File: config.mk
export PLATFORM = sky130hd
export DESIGN_NAME = mnist_frame_loader
export DESIGN_NICKNAME = d
export VERILOG_FILES = /design/src/rtl/mnist_frame_loader.sv
export SDC_FILE = /design/constraint.sdc
export NUM_CORES = 1
export LEC_CHECK = 0
export ABC_AREA = 1
export CORE_ASPECT_RATIO = 2
export CORE_MARGIN = 2
export CORE_UTILIZATION = 61
export DETAILED_ROUTE_END_ITERATION = 6
export GPL_TIMING_DRIVEN = 1
export PLACE_DENSITY = 0.86
export SLEW_MARGIN = 25
export SYNTH_ARGS = -nofsm -noshare
export SYNTH_HDL_FRONTEND = slang
export SYNTH_SLANG_ARGS = --single-unit
File: constraint.sdc
create_clock -name clk -period 3 [get_ports clk]
set_input_delay 0.75 -clock clk [delete_from_list [all_inputs] [get_ports clk]]
set_output_delay 0.75 -clock clk [all_outputs]
set_load 0.05 [all_outputs]
File: src/rtl/mnist_frame_loader.sv
// mnist_frame_loader: assembles framed MNIST images from a UART byte stream.
// A frame is a sync byte, N_PIXELS pixel bytes and one additive checksum byte.
// Pixels are written to an external RAM one cycle after each received byte.
// A good frame is announced with frame_valid until frame_ack is seen.
// Optional build macro FRAME_LOADER_BINARIZE_EN: pixels are thresholded to
// 0/1 before they are written (the checksum still uses the raw bytes).
module mnist_frame_loader #(
  parameter int               D_BIT       = 8,
  parameter int               N_PIXELS    = 784,
  parameter int               ADDR_BIT    = 10,
  parameter logic [D_BIT-1:0] SYNC_BYTE   = 8'hA5,
  parameter int               TIMEOUT_CYC = 5000000,
  parameter int               TO_BIT      = 23
`ifdef FRAME_LOADER_BINARIZE_EN
  ,
  parameter logic [D_BIT-1:0] THRESH      = 8'd128
`endif
) (
  input  logic                clk,
  input  logic                reset_b,
  input  logic                rx_done_tick,
  input  logic [D_BIT-1:0]    d_in,
  input  logic                frame_ack,
  output logic                wr_en,
  output logic [ADDR_BIT-1:0] wr_addr,
  output logic [D_BIT-1:0]    wr_data,
  output logic                frame_valid,
  output logic                frame_err,
  output logic [1:0]          err_code,
  output logic [ADDR_BIT-1:0] pix_count
);

  typedef enum logic [1:0] {IDLE, LOAD, CHECK, READY} state_t;

  typedef enum logic [1:0] {
    ERR_NONE     = 2'd0,
    ERR_CHECKSUM = 2'd1,
    ERR_TIMEOUT  = 2'd2,
    ERR_OVERRUN  = 2'd3
  } err_t;

  localparam logic [ADDR_BIT-1:0] LAST_PIX = ADDR_BIT'(N_PIXELS - 1);
  localparam logic [TO_BIT-1:0]   TO_LAST  = TO_BIT'(TIMEOUT_CYC - 1);

  state_t              state_q, state_d;
  logic [D_BIT-1:0]    csum_q, csum_d;
  logic [TO_BIT-1:0]   to_q, to_d;
  logic [ADDR_BIT-1:0] pix_d, wr_addr_d;
  logic [D_BIT-1:0]    wr_data_d, pix_data;
  logic                wr_en_d, valid_d, err_d;
  logic [1:0]          code_d;
  logic                to_hit;

`ifdef FRAME_LOADER_BINARIZE_EN
  assign pix_data = (d_in >= THRESH) ? D_BIT'(1) : '0;
`else
  assign pix_data = d_in;
`endif

  // Byte gap limit reached this cycle; only meaningful inside a frame.
  assign to_hit = (to_q == TO_LAST);

  // Next-state and next-output decode for the frame parser.
  always_comb begin
    // NOTE: every signal gets a default first so no path leaves one unassigned (no latches).
    state_d   = state_q;
    csum_d    = csum_q;
    to_d      = '0;
    pix_d     = pix_count;
    wr_en_d   = 1'b0;
    wr_addr_d = wr_addr;
    wr_data_d = wr_data;
    valid_d   = frame_valid;
    err_d     = 1'b0;
    code_d    = err_code;

    unique case (state_q)
      IDLE: begin
        if (rx_done_tick && d_in == SYNC_BYTE) begin
          state_d = LOAD;
          pix_d   = '0;
          csum_d  = '0;
        end
      end
      LOAD: begin
        if (rx_done_tick) begin
          wr_en_d   = 1'b1;
          wr_addr_d = pix_count;
          wr_data_d = pix_data;
          csum_d    = csum_q + d_in;
          pix_d     = pix_count + ADDR_BIT'(1);
          if (pix_count == LAST_PIX) state_d = CHECK;
        end else if (to_hit) begin
          err_d   = 1'b1;
          code_d  = ERR_TIMEOUT;
          state_d = IDLE;
        end else begin
          to_d = to_q + TO_BIT'(1);
        end
      end
      CHECK: begin
        if (rx_done_tick) begin
          if (d_in == csum_q) begin
            state_d = READY;
            valid_d = 1'b1;
          end else begin
            err_d   = 1'b1;
            code_d  = ERR_CHECKSUM;
            state_d = IDLE;
          end
        end else if (to_hit) begin
          err_d   = 1'b1;
          code_d  = ERR_TIMEOUT;
          state_d = IDLE;
        end else begin
          to_d = to_q + TO_BIT'(1);
        end
      end
      READY: begin
        // A byte arriving while the frame is still owned by the network is lost.
        if (rx_done_tick) begin
          err_d  = 1'b1;
          code_d = ERR_OVERRUN;
        end
        if (frame_ack) begin
          valid_d = 1'b0;
          state_d = IDLE;
        end
      end
      default: state_d = IDLE;
    endcase
  end

  // State, datapath and registered outputs; async reset clears everything.
  always_ff @(posedge clk or negedge reset_b) begin
    if (!reset_b) begin
      state_q     <= IDLE;
      csum_q      <= '0;
      to_q        <= '0;
      pix_count   <= '0;
      wr_en       <= 1'b0;
      wr_addr     <= '0;
      wr_data     <= '0;
      frame_valid <= 1'b0;
      frame_err   <= 1'b0;
      err_code    <= ERR_NONE;
    end else begin
      // NOTE: non-blocking assignments so all registers update from the same pre-edge values.
      state_q     <= state_d;
      csum_q      <= csum_d;
      to_q        <= to_d;
      pix_count   <= pix_d;
      wr_en       <= wr_en_d;
      wr_addr     <= wr_addr_d;
      wr_data     <= wr_data_d;
      frame_valid <= valid_d;
      frame_err   <= err_d;
      err_code    <= code_d;
    end
  end

endmodule

======== After elaboration in Yosys (flattened, before gate mapping) ========
Cells that the tools add are included.
operators by class
  add/sub/neg operators ................... 3
  equality and inequality tests ........... 16
  multiplexer cells ....................... 34
  reduce and logical (&&, ||, !) cells .... 11
operator list
  cell                                           number
  two-way mux 23 bit                             3
  two-way mux 2 bit                              12
  adder 23 x 1 -> 23 bit, second input constant  1
  equality test 23 bit, second input constant    1
  two-way mux 10 bit                             2
  one-hot mux 10 bit (2 select lines)            1
  two-way mux 8 bit                              2
  one-hot mux 8 bit (2 select lines)             1
  inequality test 2 bit, second input constant   7
  adder 10 x 1 -> 10 bit, second input constant  1
  equality test 10 bit, second input constant    1
  two-way mux 1 bit                              9
  adder 8 bit                                    1
  equality test 8 bit                            1
  equality test 8 bit, second input constant     1
  one-hot mux 2 bit (4 select lines)             1
  AND reduction 4 bit                            2
  inequality test 3 bit, second input constant   2
  one-hot mux 2 bit (3 select lines)             1
  AND reduction 3 bit                            2
  equality test 2 bit, second input constant     2
  nonzero test 2 bit                             2
  one-hot mux 1 bit (3 select lines)             1
  nonzero test 3 bit                             1
  other kinds (6)                                6
word-level totals
  bits in registers ....................... 66
  bits of input ports ..................... 12
  output and inout bits ................... 33
  logic and storage cells ................. 74

======== Longest topological paths before layout ========
  depth in word-level cells ............... 4
  mapped depth ............................ 10

======== Worst setup path after synthesis ========
OpenSTA, ideal clock, no wires.
  kind .................................... input -> register
  from .................................... in d_in[0]
  to ...................................... reg csum_q[4]
  arrival ................................. 1.777 ns
  path slack .............................. 1.099 ns
  stages .................................. 8
  path buffers ............................ 0
  cells stage by stage .................... ha_1 fa_1 nand2_1 nand2_1 nand2_1 nand2_1 o211ai_1 nand2_1
on the way
  longest elaborated chain between the ends .. 4
  elaborated cells between the ends (all ways) .. 7
  classes of those cells .................. add/sub: 1; eq/ne: 2; mux: 2; reduce/logical: 2
RTL lines
  item                                                                 line  text
  from (decl)                                                          22    input logic [D_BIT-1:0] d_in,
  parallel branches: the longest is 4 deep, another holds adder 8 bit  n/a
  to (signal assigned)                                                 150   csum_q <= csum_d;
  to (decl)                                                            46    logic [D_BIT-1:0] csum_q, csum_d;
Parallel ways; which one is timed is not known. The select of a mux whose other input is x is not followed.
A chain may end at the register's enable or synchronous reset.

======== Final worst setup path ========
  from .................................... reg pix_count[4]
  to ...................................... out pix_count[4]
RTL lines
  item                    line  text
  from (decl)             30    output logic [ADDR_BIT-1:0] pix_count
  from (signal assigned)  152   pix_count <= pix_d;
No word-level cell between the ends.

==> parameters.txt <==
Parameter                              Value

Outcome
  Status ... finished, final reports clean

STA
  Setup repair after global routing missed its margin ... no
  Worst-Margin Slew ... 0.671 ns
  Minimum period implied by the final worst setup slack ... 2.42 ns
  Maximum frequency from static timing analysis ... 413 MHz
  Relative slew margins ... 55.3%
  Final hold viol count ... 0
  Slew Viols, Final ... 0
  Maximum clock skew at final layout ... 0.00414 ns
  Part of the cycle the worst path needs ... 80.7%
  Final setup viols ... 0
  Setup total negative slack ... 0 ns
  Final setup slack of the worst path ... 0.580 ns

Die
  Horiz. Die Dim ... 60.7 um
  Full die area ... 0.00712 mm^2
  Initial Utilization ... 62.6%
  Ports placed on the boundary ... 45
  Placeable core area ... 0.00626 mm^2
  Total number of placement rows ... 41
  Die Y ... 117 um

Global routing
  Overall global routing resource usage ... 32.5%
  Total gr overflow ... 0
  Antenna violations before repair ... 0
  Largest net degree at the start of global routing ... 41
  Global-route wire length before repair ... 17200 um
  Via count of the first global-routing pass ... 3757

Clock network
  Number of CTS-inserted buffers ... 9
  Worst-Skew Late Latency ... 0.33 ns
  Quantity of gates resized following cts ... 0
  Post-CTS Setup Inserts ... 0
  Hold-fix buffers, CTS ... 0
  Clock slew at reported path FFs ... 0.05 ns
  TritonCTS clock tree ... yes
  CTS H-Tree Depth ... 3
  TritonCTS sink count ... 66
  Clock root buffer ... clkbuf_16
  Maximum clock path buffer count ... 2

Critical path
  Crit-path slowest cell ... clkdlybuf4s50_1
  Setup slack of the worst register-to-register path ... 1.01 ns
  CP Cell Sequence ... clkdlybuf4s50_1
  Nature of the critical path endpoint ... primary output
  CP delay by family, top ... buffers and inverters
  Maximum fanout count along the critical path ... 6
  Category of the worst setup path launch point ... flop
  Critical path's largest stage delay ... 0.86 ns
  Worst reg2reg path depth ... 9
  Buf+Inv Stages, Crit Path ... 1
  Required time of the worst setup path ... 2.25 ns
  Data arrival time of the worst path ... 1.67 ns
  Worst setup path class ... reg -> out
  Start of the worst register-to-register path ... state_q[1]$_DFFE_PN0P_
  Capture instance of the worst register-to-register path ... pix_count[2]$_DFFE_PN0P_

Synthesis
  Count of unique library cells instantiated by Yosys ... 36
  Top post-synthesis cells by area ... dfrtp_1 (42%), nand2_1 (16%), nor2_1 (6.9%)
  Synthesized netlist cell count ... 525
  Mapped cell area ... 0.00392 mm^2
  Top cell type by total area after synthesis ... dfrtp_1
  Net count of the mapped netlist ... 551
  Sequential element share of the synthesized area ... 42.1%
  Mean instance size in the synthesized netlist ... 7.46 um^2
  Post-synthesis sequential element count ... 66
  Number of warning messages in the yosys log ... 0
  Top cell type's share of synthesized area ... 42.1%

Placement
  Final estimated routing congestion in global placement ... 0.992
  Port-buffer cells ... 44
  Minimum setup slack after placement ... 0.385 ns
  # placed instances ... 650
  Post-detailed-placement half-perimeter wirelength ... 7730 um

Routing
  WL per Instance ... 15.9 um
  Final Routed Wirelength ... 10600 um
  Number of nets with antenna violations after detailed routing ... 0
  1st-pass router iterations ... 5
  DRC marker count from the first detailed-route iteration ... 303
  Remaining design rule violation count ... 0
  Post-DR vias/cell ... 5.57
  Via count ... 3698

Power and ir drop
  Power density normalized to cell area ... 810 mW/mm^2
  Power consumption ... 0.00384 W
  Worst supply voltage drop on vdd ... 0.761 mV
  LEAKAGE ... 2.19 nW

Final layout
  Antenna diodes ... 0
  Final Util ... 75.6%
  Area growth syn-to-layout ... 20.8%
  Post-layout nets ... 601
  Post-route insts no fill ... 664
  Proportion of layout cells with a drive suffix above 1 ... 9.00%

Flow run
  Max-capacitance violation count ... 0

Min path
  Path class of the lowest-slack min-delay path ... in -> async
## sequential cells by signal (all words and copies together), names as in the netlist
register and count:
to_q 23, pix_count 10, wr_addr 10, csum_q 8, wr_data 8, err_code 2
state_q 2, frame_err 1, frame_valid 1, wr_en 1
## area by class of cell
class	instances	area (um^2)
Clock inverter	2	37.5
Multi-Input combinational cell	383	1950
Timing Repair Buffer	48	478
Fill cell	481	1530
Clock buffer	12	256
Sequential cell	66	1650
Inverter	67	251
Tap cell	86	108
## cell usage in the layout, fill, tap and decap left out, types with 2 or more instances in the layout
cell / synthesis / final
clkdlybuf4s50_1: 0 / 43
nand2_1: 165 / 165
a21oi_1: 15 / 15
dfrtp_1: 66 / 66
nand2_2: 3 / 3
clkbuf_16: 0 / 9
nand4_1: 9 / 9
o21ai_1: 7 / 7
nor3_2: 6 / 6
nor2_1: 72 / 72
or2_2: 2 / 2
nor2_4: 2 / 2
buf_4: 1 / 3
nand3_1: 25 / 25
o21ai_0: 14 / 14
inv_2: 7 / 7
inv_1: 59 / 59
nor2_2: 4 / 4
xor2_1: 15 / 15
xnor2_1: 2 / 2
nor3_1: 8 / 8
nand3_2: 4 / 4
ha_1: 13 / 13
o211ai_1: 3 / 3
clkbuf_8: 0 / 2
nand3b_1: 2 / 2
o31ai_2: 4 / 4
## cells in the mapped netlist
| cell | count |
|---|---|
| o31ai_2 | 4 |
| nand4_1 | 9 |
| clkbuf_1 | 1 |
| o211ai_1 | 3 |
| buf_6 | 3 |
| o21bai_1 | 1 |
| a31oi_1 | 1 |
| a21oi_1 | 15 |
| nor2_1 | 72 |
| inv_1 | 59 |
| nor3_1 | 8 |
| a21boi_0 | 1 |
| or2_2 | 2 |
| buf_4 | 1 |
| clkinv_1 | 1 |
| nor3b_1 | 1 |
| nor3_2 | 6 |
| nand3b_1 | 2 |
| o21ai_0 | 14 |
| a211oi_1 | 1 |
| inv_2 | 7 |
| ha_1 | 13 |
| buf_2 | 4 |
| nand2_1 | 165 |
| dfrtp_1 | 66 |
| nand3_2 | 4 |
| nor2_2 | 4 |
| o21ai_1 | 7 |
| nand3_1 | 25 |
| a21oi_2 | 1 |
| xor2_1 | 15 |
| nand2_2 | 3 |
| nor3_4 | 1 |
| xnor2_1 | 2 |
| nor2_4 | 2 |
| fa_1 | 1 |
## worst max-delay path by stage
stage / slack, ns / depth (start not counted) / startpoint / end
finish: 0.58 / 1 / pix_count[4]$_DFFE_PN0P_ / pix_count[4]
global route: 0.54 / 1 / pix_count[4]$_DFFE_PN0P_ / pix_count[4]
CTS: 0.58 / 1 / pix_count[4]$_DFFE_PN0P_ / pix_count[4]
detailed placement: 0.39 / 10 / d_in[0] / csum_q[4]$_DFFE_PN0P_
global placement: 0.49 / 10 / d_in[0] / csum_q[4]$_DFFE_PN0P_
floorplan: 1.10 / 8 / d_in[0] / csum_q[4]$_DFFE_PN0P_
## worst register-to-register path: cells and delay by family, from the launching register on
kind	cells	cell delay (ns)
AO/OA/AOI/OAI	2	0.29
adder cells (fa/ha/maj)	1	0.21
buffers and inverters	3	0.53
flip-flops	1	0.39
AND/OR/NAND/NOR	3	0.49
## cells by family after synthesis
group                    Yosys count  share of synthesized area, %
AND/OR/NAND/NOR                  304                          33.9
XOR/XNOR                          17                          3.80
buffers and inverters             76                          8.08
AO/OA/AOI/OAI                     48                          7.41
adder cells (fa/ha/maj)           14                          4.66
flip-flops                        66                          42.1
## metal layers
metal | share of wire (%) | global-route usage, % | vias up
met5 | 0 | 0 | -
met4 | 6.4 | 20.7 | 0
met3 | 4.2 | 6.50 | 61
met2 | 54 | 55.4 | 159
met1 | 35 | 34.1 | 1723
li1 | - | - | 1755
## power breakdown
group / total [W] / leakage (nW) / internal (W) / switching [W]
sequential: 0.00119 / 0.887 / 0.00105 / 0.000140
clock: 0.00105 / 0.141 / 0.000679 / 0.000371
combinational: 0.00159 / 1.16 / 0.000473 / 0.00112
total: 0.00384 / 2.19 / 0.00220 / 0.00163
## per-stage QoR
step	hold slack, ns	cell area (um^2)
after floorplan	0.453	3920
after global placement	0.465	4440
after detailed placement	0.465	4440
after CTS	0.452	4730
after global routing	0.501	4730
final	0.453	4730
Power figures use the tool's default switching activity.
==> RTL change: new RTL, config.mk and constraints unchanged <==
Take the reset off `wr_addr` and load it in a clocked block of its own.
--- a/src/rtl/mnist_frame_loader.sv
+++ b/src/rtl/mnist_frame_loader.sv
@@ -139,7 +139,6 @@
       to_q        <= '0;
       pix_count   <= '0;
       wr_en       <= 1'b0;
-      wr_addr     <= '0;
       wr_data     <= '0;
       frame_valid <= 1'b0;
       frame_err   <= 1'b0;
@@ -151,7 +150,6 @@
       to_q        <= to_d;
       pix_count   <= pix_d;
       wr_en       <= wr_en_d;
-      wr_addr     <= wr_addr_d;
       wr_data     <= wr_data_d;
       frame_valid <= valid_d;
       frame_err   <= err_d;
@@ -159,5 +157,9 @@
     end
   end
 
+  always_ff @(posedge clk) begin
+    wr_addr <= wr_addr_d;
+  end
+
 endmodule
 
Behaviour: differs if reset_b is asserted again (counterexample within 4 cycles, from zero or initial values and one cycle with reset_b low); with reset_b held inactive, the same outputs for 10 cycles.
==> RTL change against the unedited design <==
Sequential cell count did not move. Combinational power down 3%. Final area decreased by 4.2%. Clock skew is 0.0060 ns higher. Cell count down 8.6%. Power fell by 0.11%. Wire length down 9.6%. Count of clock-buffer cells in the layout decreased by 2. Via count fell by 7.8%. Worst hold slack gained 0.029 ns. Worst setup slack got worse by 0.017 ns. Synthesized area decreased by 4.3%. Largest cell class unchanged. Highest routed layer unchanged.
==> RTL change: results (changes against the unedited design) <==
[placement]
place_area_um2=4230  ; -4.7%
gp_congestion=0.940  ; -5.2%
dp_hpwl_um=6850  ; -11%
portBuffers=44  ; unchanged
preCtsSetupSlack_ns=0.362  ; -0.0235 ns
placed_cells=591  ; -9.1%

[logic_synthesis]
synth-main-ff-cell=dfrtp_1
yosys-top-cells-area=dfrtp_1 37%, nand2_1 15%, edfxtp_1 8.0%
syn_nets=513  ; -6.9%
synthTopCellsByCount=148 x nand2_1, 77 x nor2_1, 56 x dfrtp_1
yosys_warnings=0  ; unchanged
async_reset_ff_share_pct=84.8  ; -15 points
seq_area_frac_synth_pct=45.4  ; +3.2 points
syn_area_per_cell_um2=7.70  ; +3.1%
synth_edf_count=10  ; +10
ys_types=33  ; -8.3%

[sta]
worst_pin_slew_ns=0.720  ; +0.0489 ns
skew_ns=0.0102  ; +0.00602 ns

[drt]
wire_per_inst_um=15.7  ; -1.1%
firstDrtPassIters=7  ; +2
drt_iter0_markers=180  ; -41%
viasPerCell=5.62  ; +0.90%
wl_um=9550  ; -9.6%

[cts]
clockBufferDepth=2  ; unchanged
post_cts_resize_count=0  ; unchanged
cts_setup_buffers=0  ; unchanged
clock_latency_ns=0.34
htreeDepth=3  ; unchanged
cts_buffers=9  ; unchanged
cts_root_buf=clkbuf_16
path_clk_slew_ns=0.05  ; about the same

[grt]
track_usage_pct=31.5  ; -1.0 points
grt_util_met1_pct=31.4  ; -2.7 points
grt_pass1_vias=3474  ; -7.5%
grt_max_degree=57  ; +39%
grt_use_met2_pct=53.7  ; -1.7 points
grt_pass1_wl_um=15700  ; -8.4%
antenna_found_initial=0  ; unchanged
grtUsageMet3_pct=6.52  ; +0.019 points

[critical_path]
slowest_stage=clkdlybuf4s50_1
max_stage_delay_ns=0.86  ; about the same
cp_top_family=buffers and inverters
critPathMaxFanout=6  ; unchanged

[final_layout]
antenna_cells=0  ; unchanged
drive_gt1_share_pct=6.80  ; -2.2 points
largestRegisters=to_q: 23 flops, pix_count: 10 flops, wr_addr: 10 flops
fin_nets=565  ; -6.0%
nFillCells=454  ; -5.6%

[worst_hold_path]
hold_class=flip-flop to flip-flop

[outcome]
status=complete, no violations

[power]
p_leak_nw=2.12  ; -3.0%
vdd_drop_max_uv=790  ; +3.8%
pwr_density_cell_nw_per_um2=845  ; +4.3%

RTL change: path summary, 6_finish.rpt:
path                            cells after the start  slack [ns]                     start                     end
worst max-delay path                                1        0.56  pix_count[4]$_DFFE_PN0P_            pix_count[4]
worst min-delay path                                2        0.48    wr_data[6]$_DFFE_PN0P_  wr_data[6]$_DFFE_PN0P_
worst max register to register                      9        0.83    state_q[1]$_DFFE_PN0P_   csum_q[2]$_DFFE_PN0P_
worst min register to register                      2        0.48    wr_data[6]$_DFFE_PN0P_  wr_data[6]$_DFFE_PN0P_
max in group asynchronous                           2        1.96                   reset_b   csum_q[3]$_DFFE_PN0P_
min in group asynchronous                           2        0.53                   reset_b      to_q[12]$_DFF_PN0_
RTL change: kinds of logic after synthesis:
kind of cell	synth area share, %
simple gates	32.9
fa+ha+maj	4.87
flops	45.4
buf+inv	7.04
compound gates	4.84
xor+xnor	4.91
RTL change: worst register-to-register path, cell delays in order, from the launching register on:
cell and delay, ns:
dfrtp_1 0.42, inv_1 0.10, ha_1 0.41, inv_1 0.27, nor2_1 0.21, a21oi_1 0.08, nand2_2 0.18, inv_2 0.15
o211ai_1 0.16, nand2_1 0.08
RTL change: final cells by class:
cell class	instances	area share, %
Clock buffer	10	5.27
Tap cell	63	1.74
Timing Repair Buffer	48	10.3
Multi-Input combinational cell	360	39.3
Sequential cell	66	37.5
Inverter	54	4.47
Clock inverter	6	1.41
RTL change: where the power goes:
| group | internal [mW] | switching [mW] | leakage [nW] |
|---|---|---|---|
| clock | 0.664 | 0.395 | 0.145 |
| combinational | 0.471 | 1.08 | 1.13 |
| sequential | 1.09 | 0.126 | 0.843 |
RTL change: routing by layer:
metal	vias up	routed length (µm)	part of all wire, %
met4	0	757	7.9
met5	-	0	0
met2	118	5170	54
li1	1647	-	-
met3	61	339	3.6
met1	1585	3280	34
